**src/rtl/nn_pkg.sv**
```systemverilog
// Shared constants and FSM state type for the nn image loader.
package nn_pkg;

   localparam int unsigned IMG_DIM  = 28;
   localparam int unsigned IMG_BITS = IMG_DIM * IMG_DIM;
   localparam int unsigned PRED_W   = 5;
   localparam logic [PRED_W-1:0] PRED_INVALID = 5'd31;

   typedef enum logic [2:0] {
      ST_IDLE,
      ST_FILL,
      ST_START,
      ST_WAIT,
      ST_DONE
   } nn_ld_state_t;

endpackage

```
**src/rtl/nn_blk_acc.sv**
```systemverilog
// Per-column ink accumulators for one block row; emits the majority bit
// and its write strobe on the last pixel of each block.
module nn_blk_acc
   import nn_pkg::*;
#(
   parameter int unsigned SCALE      = 10,
   parameter int unsigned MAJ_THRESH = 50
) (
   input  logic                       clk,
   input  logic                       rst_n,
   input  logic                       clr,
   input  logic                       inc,
   input  logic                       last,
   input  logic                       ink,
   input  logic [$clog2(IMG_DIM)-1:0] idx,
   output logic                       blk_bit_c,
   output logic                       wr_c
);

   localparam int unsigned ACC_W = $clog2(SCALE * SCALE + 1);

   logic [ACC_W-1:0] acc [IMG_DIM];
   logic [ACC_W-1:0] sum_c;

   // A clear coincides with the first pixel of a frame, so it sees an empty accumulator.
   assign sum_c     = (clr ? '0 : acc[idx]) + ACC_W'(ink);
   assign blk_bit_c = (sum_c >= ACC_W'(MAJ_THRESH));
   assign wr_c      = inc & last;

   always_ff @(posedge clk or negedge rst_n) begin
      if (!rst_n) begin
         for (int i = 0; i < int'(IMG_DIM); i++) acc[i] <= '0;
      end else begin
         if (clr) begin
            for (int i = 0; i < int'(IMG_DIM); i++) acc[i] <= '0;
         end
         if (inc) acc[idx] <= last ? '0 : sum_c;
      end
   end

endmodule

```
**src/rtl/nn_img_loader.sv**
```systemverilog
// Downsamples a raster canvas stream to a 28x28 binary image, runs the nn core
// and latches its prediction. NN_LOADER_TIMEOUT_EN adds a watchdog on the core.
module nn_img_loader
   import nn_pkg::*;
#(
   parameter int unsigned SCALE      = 10,
   parameter logic [7:0]  PIX_THRESH = 8'd128,
   parameter int unsigned MAJ_THRESH = 50
`ifdef NN_LOADER_TIMEOUT_EN
   , parameter int unsigned TIMEOUT_CYC = 1_000_000
`endif
) (
   input  logic                clk,
   input  logic                rst_n,
   input  logic                pix_valid,
   output logic                pix_ready,
   input  logic                pix_sof,
   input  logic [7:0]          pix_data,
   output logic [IMG_BITS-1:0] nn_data,
   output logic                nn_start,
   input  logic                nn_resp,
   input  logic [PRED_W-1:0]   nn_pred,
   output logic [PRED_W-1:0]   pred,
   output logic                pred_valid,
   output logic                busy,
   output logic                timeout
);

   localparam int unsigned SC_W  = (SCALE > 1) ? $clog2(SCALE) : 1;
   localparam int unsigned BLK_W = $clog2(IMG_DIM);
   localparam int unsigned BIT_W = $clog2(IMG_BITS);

   nn_ld_state_t      state, state_nxt;
   logic [SC_W-1:0]   cx, cy, cx_nxt, cy_nxt, pcx, pcy;
   logic [BLK_W-1:0]  bx, by, bx_nxt, by_nxt, pbx, pby;
   logic [PRED_W-1:0] pred_nxt;
   logic              pred_valid_nxt, pix_ready_nxt, busy_nxt, nn_start_nxt;
   logic              wait_arm, wait_arm_nxt;
   logic              xfer, take, ink, last_col, last_row, blk_last, pix_final;
   logic              acc_clr, acc_wr_c, blk_bit_c;
   logic [BIT_W-1:0]  bit_idx;

   // Pixel position of the current transfer; a sof pixel is always (0,0).
   assign xfer      = pix_valid & pix_ready;
   assign take      = xfer & ((state == ST_FILL) |
                              (pix_sof & ((state == ST_IDLE) | (state == ST_DONE))));
   assign ink       = (pix_data >= PIX_THRESH);
   assign pcx       = pix_sof ? '0 : cx;
   assign pcy       = pix_sof ? '0 : cy;
   assign pbx       = pix_sof ? '0 : bx;
   assign pby       = pix_sof ? '0 : by;
   assign last_col  = (pcx == SC_W'(SCALE - 1));
   assign last_row  = (pcy == SC_W'(SCALE - 1));
   assign blk_last  = last_col & last_row;
   assign pix_final = blk_last & (pbx == BLK_W'(IMG_DIM - 1)) & (pby == BLK_W'(IMG_DIM - 1));
   assign acc_clr   = take & pix_sof;
   assign bit_idx   = BIT_W'(IMG_BITS - 1) - (BIT_W'(pby) * BIT_W'(IMG_DIM) + BIT_W'(pbx));

   nn_blk_acc #(
      .SCALE      (SCALE),
      .MAJ_THRESH (MAJ_THRESH)
   ) u_blk_acc (
      .clk       (clk),
      .rst_n     (rst_n),
      .clr       (acc_clr),
      .inc       (take),
      .last      (blk_last),
      .ink       (ink),
      .idx       (pbx),
      .blk_bit_c (blk_bit_c),
      .wr_c      (acc_wr_c)
   );

`ifdef NN_LOADER_TIMEOUT_EN
   localparam int unsigned WD_W = 20;
   logic [WD_W-1:0] wdog, wdog_nxt;
   logic            timeout_nxt;
`endif

   // Next-state, counter advance and registered-output decode.
   always_comb begin
      state_nxt      = state;
      cx_nxt         = cx;
      cy_nxt         = cy;
      bx_nxt         = bx;
      by_nxt         = by;
      pred_nxt       = pred;
      pred_valid_nxt = pred_valid;
      wait_arm_nxt   = 1'b0;
`ifdef NN_LOADER_TIMEOUT_EN
      wdog_nxt       = '0;
      timeout_nxt    = timeout;
`endif

      case (state)
         ST_IDLE, ST_DONE: begin
            if (take) begin
               state_nxt      = ST_FILL;
               pred_valid_nxt = 1'b0;
            end
         end
         ST_FILL: begin
            if (take && pix_final) state_nxt = ST_START;
         end
         ST_START: state_nxt = ST_WAIT;
         ST_WAIT: begin
            // First WAIT cycle is skipped: nn_resp may still hold the previous run.
            wait_arm_nxt = 1'b1;
`ifdef NN_LOADER_TIMEOUT_EN
            wdog_nxt = wdog + WD_W'(1);
`endif
            if (wait_arm && nn_resp) begin
               pred_nxt       = nn_pred;
               pred_valid_nxt = 1'b1;
               state_nxt      = ST_DONE;
            end
`ifdef NN_LOADER_TIMEOUT_EN
            else if (wdog == WD_W'(TIMEOUT_CYC - 1)) begin
               timeout_nxt    = 1'b1;
               pred_nxt       = PRED_INVALID;
               pred_valid_nxt = 1'b1;
               state_nxt      = ST_DONE;
            end
`endif
         end
         default: state_nxt = ST_IDLE;
      endcase

      if (take) begin
         cx_nxt = pcx + SC_W'(1);
         cy_nxt = pcy;
         bx_nxt = pbx;
         by_nxt = pby;
         if (last_col) begin
            cx_nxt = '0;
            if (pbx == BLK_W'(IMG_DIM - 1)) begin
               bx_nxt = '0;
               if (last_row) begin
                  cy_nxt = '0;
                  by_nxt = (pby == BLK_W'(IMG_DIM - 1)) ? '0 : pby + BLK_W'(1);
               end else begin
                  cy_nxt = pcy + SC_W'(1);
               end
            end else begin
               bx_nxt = pbx + BLK_W'(1);
            end
         end
      end

      pix_ready_nxt = state_nxt inside {ST_IDLE, ST_FILL, ST_DONE};
      busy_nxt      = !(state_nxt inside {ST_IDLE, ST_DONE});
      nn_start_nxt  = (state_nxt == ST_START);
   end

   always_ff @(posedge clk or negedge rst_n) begin
      if (!rst_n) begin
         state      <= ST_IDLE;
         cx         <= '0;
         cy         <= '0;
         bx         <= '0;
         by         <= '0;
         pred       <= '0;
         pred_valid <= 1'b0;
         pix_ready  <= 1'b0;
         busy       <= 1'b0;
         nn_start   <= 1'b0;
         wait_arm   <= 1'b0;
      end else begin
         state      <= state_nxt;
         cx         <= cx_nxt;
         cy         <= cy_nxt;
         bx         <= bx_nxt;
         by         <= by_nxt;
         pred       <= pred_nxt;
         pred_valid <= pred_valid_nxt;
         pix_ready  <= pix_ready_nxt;
         busy       <= busy_nxt;
         nn_start   <= nn_start_nxt;
         wait_arm   <= wait_arm_nxt;
      end
   end

   // Image bits are written as each block completes and otherwise hold.
   always_ff @(posedge clk or negedge rst_n) begin
      if (!rst_n)        nn_data <= '0;
      else if (acc_wr_c) nn_data[bit_idx] <= blk_bit_c;
   end

`ifdef NN_LOADER_TIMEOUT_EN
   always_ff @(posedge clk or negedge rst_n) begin
      if (!rst_n) begin
         wdog    <= '0;
         timeout <= 1'b0;
      end else begin
         wdog    <= wdog_nxt;
         timeout <= timeout_nxt;
      end
   end
`else
   assign timeout = 1'b0;
`endif

endmodule

```
**config.mk**
```make
export PLATFORM = sky130hd
export DESIGN_NAME = nn_img_loader
export DESIGN_NICKNAME = d
export VERILOG_FILES = /design/src/rtl/nn_pkg.sv /design/src/rtl/nn_blk_acc.sv /design/src/rtl/nn_img_loader.sv
export SDC_FILE = /design/constraint.sdc
export NUM_CORES = 2
export LEC_CHECK = 0
export ABC_AREA = 1
export CORE_MARGIN = 10
export CORE_UTILIZATION = 35
export DETAILED_ROUTE_END_ITERATION = 16
export PLACE_DENSITY_LB_ADDON = 0.2
export SKIP_CTS_REPAIR_TIMING = 1
export SLEW_MARGIN = 10
export SYNTH_ARGS = -nofsm -noshare
export SYNTH_HDL_FRONTEND = slang
export SYNTH_SLANG_ARGS = --single-unit
export TNS_END_PERCENT = 100
```
**constraint.sdc**
```tcl
create_clock -name clk -period 4.02 [get_ports clk]
set_input_delay 0.804 -clock clk [delete_from_list [all_inputs] [get_ports clk]]
set_output_delay 0.804 -clock clk [all_outputs]
set_load 0.05 [all_outputs]
```
* Yosys cells after proc, flatten, opt, wreduce, memory -nomap -nowiden
Cells that the tools add are included.
** Operators by class
- Add/sub/neg operators :: 7
- $mul :: 1
- Order comparisons :: 6
- Equality and inequality tests :: 13
- Mux-type cells :: 35
- Bitwise gates (word level) :: 11
- Reductions and logical operators :: 13
** Operators by type and width (number)
- $bwmux W784 :: 1
- $mux W196 :: 2
- $bwmux W196 :: 1
- $mux W5 :: 8
- $bmux W7 S5 :: 1
- $demux W7 S5 :: 1
- $mux W7 :: 5
- $mux W4 :: 6
- $pmux W3 S4 :: 1
- $lt A10 B11 Y1 const B :: 1
- $add A10 B5 Y10 :: 1
- $add A5 B1 Y5 const B :: 2
- $demux W1 S10 :: 1
- $eq A5 B5 Y1 const B :: 2
- $ge A10 B1 Y1 const B :: 1
- $sub A10 B10 Y10 const A :: 1
- $eq A3 B2 Y1 const B :: 3
- $mux W3 :: 3
- $add A4 B1 Y4 const B :: 2
- $and A1 B1 Y1 :: 8
- $eq A4 B4 Y1 const B :: 2
- $ge A8 B8 Y1 const B :: 1
- $mul A5 B3 Y8 const B :: 1
- $add A7 B1 Y7 :: 1
- other kinds (18) :: 30
** Word-level totals
- Flip-flop bits (word level) :: 1011
- Output and inout bits :: 794
- Logic and storage cells :: 126

* Logic depth before layout (Yosys ltp)
- Word-level depth :: 11
- Gate-level depth with buffers :: 31
- Mapped depth without buffers :: 28

* Modules after synthesis
A second synthesis with hierarchy kept.
** Second synthesis, totals
- Cells, all modules :: 7354
- Area, all modules :: 53666.5 um^2
** Modules (own cells, without submodules)
- nn_img_loader :: instances 1, cells each 6017, area an instance 43744.5 um^2
- nn_blk_acc :: instances 1, cells each 1337, area an instance 9922.0 um^2

* Worst setup path after synthesis
OpenSTA, ideal clock, no wires.
- Path type :: input port to flip-flop
- From :: in pix_sof
- To :: reg nn_data[194]
- Data arrival time :: 4842 ps
- Setup slack :: -945 ps
- Stages on the path :: 25
- Cells stage by stage :: buf_6 > inv_4 > buf_2 > nand2_1 > nor2_1 > inv_1 > nand2_1 > xor2_1 > inv_1 > ha_1 > fa_1 > a21oi_1 > o21ai_0 > xnor2_1 > ha_1 > inv_1 > nor3_1 > nand2_1 > o311ai_1 > xnor2_1 > nor2_1 > nand3_1 > clkbuf_1 > o31ai_1 > nand2_1
** Between the ends
- Word-level cells in the longest chain between the ends :: 9
- Elaborated cells on any way between the ends :: 28
** RTL lines
- start: declaration :: line nn_img_loader.sv:17 : input logic pix_sof,
- $mux W5 (on tied branches) :: line nn_img_loader.sv:51, nn_img_loader.sv:50
- $mul A5 B3 Y8 / $not A5 Y6 (equally long branches) :: line nn_img_loader.sv:57, nn_blk_acc.sv:26
- $add A10 B5 Y10 / $bmux W7 S5 (equally long branches) :: line nn_img_loader.sv:57, nn_blk_acc.sv:26
- $sub A10 B10 Y10 / $mux W7 (equally long branches) :: line nn_img_loader.sv:57, nn_blk_acc.sv:26
- $lt A10 B11 Y1 (not written as such), or another cell as far along :: line nn_img_loader.sv:186 : else if (acc_wr_c) nn_data[bit_idx] <= blk_bit_c;
- $logic_and A1 B1 Y1 (not written as such) / $mux W7 (equally long branches) :: line nn_img_loader.sv:186, nn_blk_acc.sv:26
- $mux W1 (not written as such) / $add A7 B1 Y7 (equally long branches) :: line nn_img_loader.sv:186, nn_blk_acc.sv:26
- $demux W1 S10 / $ge A7 B6 Y1 (equally long branches) :: line nn_img_loader.sv:186, nn_blk_acc.sv:27
- $bwmux W784 :: line nn_img_loader.sv:186
- end signal: indexed assignment :: line nn_img_loader.sv:186
- end: declaration :: line nn_img_loader.sv:19 : output logic [IMG_BITS-1:0] nn_data,
Several ways; a longest one is shown, not always the timed one. The select of a mux whose other input is x is not followed.
A chain may end at the register's enable or synchronous reset.

* Worst setup path in the final report
- From :: in pix_sof
- To :: reg nn_data[679]
The elaborated chain is that of the path after synthesis.

==> summary.txt <==
Outcome
  – Result of the run: finished, violations left
  – Violated checks: setup timing

Synthesis
  – Netlist cell types: 49
  – Per-instance average area after synthesis: 7.69 sq um
  – Most frequently used flop master after synthesis: sky130_fd_sc_hd__dfrtp_1
  – Post-synth EDFFs: 0
  – Number of warnings printed during yosys synthesis: 0
  – Mapped Nets: 6,602
  – Share of synthesized registers carrying an async set or reset: 100%
  – Post-Syn Instances: 6,556
  – Cell area after synthesis: 0.0504 sq mm
  – Synthesis-stage register bit count: 1,011
  – Fraction of the yosys area taken by sequential cells: 50.2%

Worst setup path
  – Required time of the critical path: 4.65 ns
  – Setup CP Type: in -> reg
  – Start point of the critical path: pix_sof
  – Reg2Reg Depth: 25
  – Reg2Reg Launch Point: by[1]
  – Category of the worst setup path capture point: register
  – Crit path max fanout: 7
  – Data arrival, critical path: 4.72 ns
  – Type of element launching the critical path: input pin

Die
  – Area inside the core boundary: 0.143 sq mm
  – Vertical die dimension: 399 microns
  – Number of placement rows: 139
  – Initial standard-cell utilization of the core: 35.2%
  – Area of the die: 0.160 sq mm
  – Top-Level Pins: 812
  – Die extent in x: 399 microns

Global route
  – Total gr overflow: 0
  – Maximum number of pins on one net before global-route repair: 179
  – Global-route usage over all layers: 25.1%
  – Number of global-route vias before repair: 46,934
  – Global-route wire length before repair: 309 mm
  – Number of antenna violations at the first check in global routing: 8

CTS
  – Clock tree from TritonCTS: built
  – H-tree levels: 3
  – Clock buffers created by TritonCTS: 116
  – Clock slew at the register clock pins of the worst setup and hold paths: 0.06 ns
  – Clock tree root driver cell: sky130_fd_sc_hd__clkbuf_16
  – Worst skew pair latency: 0.76 ns
  – Maximum buffer depth of the clock tree: 3
  – Clock Sinks: 1,011

Drt
  – Wire length reported by the detailed router: 218 mm
  – Vias post-DR: 50,453
  – Remaining antenna violation count after routing: 0
  – Average vias per placed instance: 5.32
  – Detailed Route Iter0 Violations: 4,880
  – Pre-Repair DR Iteration Count: 6
  – Routed wire length per instance: 23.0 microns
  – Drt drc: 0

Place
  – Placed standard-cell area: 0.0650 sq mm
  – Placed Instances: 9,221
  – Half-perimeter wire length after detailed placement: 147 mm
  – Routability congestion estimate: 0.863
  – Count of buffers inserted at the top-level ports: 803

STA
  – Total negative setup slack: -1.35 ns
  – Clock tree skew after final layout: 0.0395 ns
  – Number of endpoints with negative hold slack in the final report: 0
  – Final Worst Setup Slack: -0.0617 ns
  – Number of failing setup endpoints in the final timing report: 68
  – Tightest Pin Transition: 0.972 ns
  – Worst hold slack: 0.0920 ns
  – Unrepaired setup endpoints after global routing: yes
  – Relative slew slack: 35.2%
  – Period Utilization, post-route: 102%
  – Fin. max-slew vios: 0
  – Shortest period the worst path allows: 4.08 ns
  – Highest clock frequency the design can meet: 245 MHz

Job
  – Count of maximum capacitance violations: 0

Final layout
  – Area growth from synthesis to layout: 41.6%
  – Final cell count without fillers: 9,484
  – Nets: 7,530
  – Final std cell area, no fill: 0.0714 sq mm
  – Layout cell share with drive strength beyond 1: 14.2%
  – Count of fill cells added during filler insertion: 13,486

Power
  – Clock power frac: 50.8%
  – Switching power summed over all nets: 0.00501 W
  – Leakage dissipation: 34.4 nW
  – Worst IR Drop VDD: 0.000380 V
  – Relative contribution of sequential cells to total power: 46.8%
  – Fraction of power spent switching nets: 23.0%
  – Combinational fraction of design power: 2.4%
  – Pwr dens: 305 mW/mm^2
  – Cell-internal power: 0.0167 W

Min path
  – Path category of the worst min-delay check: in -> async
## state kept, by name (all words and copies together), names as in the netlist
signal         flops
by                 5
pix_ready          1
wait_arm           1
busy               1
nn_start           1
pred_valid         1
state              3
u_blk_acc.acc    196
cx                 4
nn_data          784
bx                 5
cy                 4
pred               5
## worst max-delay path: stages
cell                             delay [ns]
sky130_fd_sc_hd__dlymetal6s2s_1        0.14
sky130_fd_sc_hd__buf_12                0.15
sky130_fd_sc_hd__buf_4                 0.14
sky130_fd_sc_hd__nor2_4                0.13
sky130_fd_sc_hd__fa_1                  0.47
sky130_fd_sc_hd__ha_4                  0.33
sky130_fd_sc_hd__nand3_1               0.09
sky130_fd_sc_hd__nand2_1               0.08
sky130_fd_sc_hd__nand2_1               0.06
sky130_fd_sc_hd__nand2_1               0.08
sky130_fd_sc_hd__inv_1                 0.07
sky130_fd_sc_hd__ha_4                  0.28
sky130_fd_sc_hd__inv_4                 0.06
sky130_fd_sc_hd__nor3_2                0.17
sky130_fd_sc_hd__nand2_1               0.11
sky130_fd_sc_hd__o311ai_4              0.12
sky130_fd_sc_hd__xor2_2                0.25
sky130_fd_sc_hd__nand2_2               0.13
sky130_fd_sc_hd__nor2_4                0.19
sky130_fd_sc_hd__buf_12                0.17
sky130_fd_sc_hd__buf_12                0.12
sky130_fd_sc_hd__clkbuf_16             0.15
sky130_fd_sc_hd__buf_12                0.13
sky130_fd_sc_hd__nand3_2               0.08
sky130_fd_sc_hd__o21ai_1               0.13
sky130_fd_sc_hd__nand2_1               0.07
## layout make-up
cell class | count | area [sq um] | share of cell area, %
Antenna cell | 1 | 2.50 | 0.00351
Timing Repair Buffer | 1347 | 15300 | 21.5
Inverter | 436 | 1710 | 2.40
Clock inverter | 39 | 473 | 0.663
Multi-Input combinational cell | 4572 | 22700 | 31.8
Tap cell | 1903 | 2380 | 3.34
Clock buffer | 175 | 3490 | 4.89
Sequential cell | 1011 | 25300 | 35.4
## power groups by stage
stage               clock network, W  registers [W]  logic [W]
floorplan                          0         0.0104   0.000132
global placement                   0         0.0104   0.000525
detailed placement                 0         0.0104   0.000527
CTS                           0.0112         0.0102   0.000528
global route                  0.0117         0.0102   0.000573
finish                        0.0111         0.0102   0.000513
## Yosys cell counts, types with 3 or more instances
cell | count | area (sq um)
sky130_fd_sc_hd__xnor2_1 | 6 | 52.6
sky130_fd_sc_hd__nand3_1 | 896 | 4480
sky130_fd_sc_hd__a21oi_1 | 39 | 195
sky130_fd_sc_hd__buf_6 | 4 | 45.0
sky130_fd_sc_hd__nor3_1 | 281 | 1410
sky130_fd_sc_hd__ha_1 | 25 | 313
sky130_fd_sc_hd__clkinv_1 | 8 | 30.0
sky130_fd_sc_hd__dfrtp_1 | 1011 | 25300
sky130_fd_sc_hd__xor2_1 | 9 | 78.8
sky130_fd_sc_hd__nor2_1 | 350 | 1310
sky130_fd_sc_hd__fa_1 | 3 | 60.1
sky130_fd_sc_hd__a221oi_1 | 3 | 26.3
sky130_fd_sc_hd__buf_4 | 76 | 571
sky130_fd_sc_hd__nand4_1 | 4 | 25.0
sky130_fd_sc_hd__nor2_2 | 27 | 169
sky130_fd_sc_hd__a32o_1 | 3 | 30.0
sky130_fd_sc_hd__nor2_4 | 12 | 135
sky130_fd_sc_hd__inv_2 | 34 | 128
sky130_fd_sc_hd__clkbuf_1 | 311 | 1170
sky130_fd_sc_hd__buf_1 | 47 | 176
sky130_fd_sc_hd__o21ai_0 | 247 | 1240
sky130_fd_sc_hd__nand2_2 | 4 | 25.0
sky130_fd_sc_hd__nand2_1 | 2149 | 8070
sky130_fd_sc_hd__inv_1 | 393 | 1480
sky130_fd_sc_hd__o31ai_1 | 273 | 2050
sky130_fd_sc_hd__o21ai_1 | 203 | 1020
sky130_fd_sc_hd__o22ai_1 | 12 | 75.1
sky130_fd_sc_hd__buf_2 | 99 | 495
sky130_fd_sc_hd__o221ai_1 | 3 | 26.3
## routing by layer
layer / global-route usage, % / part of all wire, % / wire length, microns / up-vias
li1: - / - / - / 23276
met1: 33.7 / 42 / 91500 / 24704
met2: 38.9 / 45 / 98000 / 2087
met3: 5.17 / 8.2 / 18000 / 380
met4: 11.4 / 4.8 / 10500 / 6
met5: 0 / 0.017 / 38 / -
## kinds of logic after synthesis
kind of cell | count (synthesis) | synth area share (%)
simple gates | 3731 | 31.2
flops | 1011 | 50.2
buf+inv | 973 | 8.12
compound gates | 796 | 9.47
fa+ha+maj | 28 | 0.740
xor+xnor | 16 | 0.293
other cells | 1 | 0.00744
## path summary, 6_finish.rpt
check,slack [ns],endpoint
min in group clk,0.48,nn_data[351]
max in group asynchronous,2.68,u_blk_acc.acc[145]
min reg2reg,0.48,nn_data[351]
max reg2reg,-0.06,nn_data[679]
min,0.09,nn_data[246]
max,-0.06,nn_data[679]
## cells in the final DEF, fill, tap and decap left out, types with 211 or more instances in the layout
| cell | n |
|---|---|
| sky130_fd_sc_hd__nand2_1 | 2134 |
| sky130_fd_sc_hd__dfrtp_1 | 1011 |
| sky130_fd_sc_hd__clkdlybuf4s50_1 | 801 |
| sky130_fd_sc_hd__nand3_1 | 780 |
| sky130_fd_sc_hd__inv_1 | 370 |
| sky130_fd_sc_hd__nor2_1 | 322 |
| sky130_fd_sc_hd__buf_4 | 294 |
| sky130_fd_sc_hd__nor3_1 | 278 |
| sky130_fd_sc_hd__o31ai_1 | 251 |
| sky130_fd_sc_hd__o21ai_0 | 211 |
## through the flow
| step | worst slack (ns) | utilization, % | power (W) |
|---|---|---|---|
| final | -0.0617 | 49.8 | 0.0218 |
| after detailed placement | -1.11 | 45.3 | 0.0109 |
| after global placement | -1.05 | 45.3 | 0.0109 |
| after floorplan | -0.520 | - | 0.0105 |
| after CTS | -0.260 | 48.1 | 0.0220 |
| after global routing | -0.325 | 49.8 | 0.0224 |
Note: power is estimated with default switching activity, not from simulation.
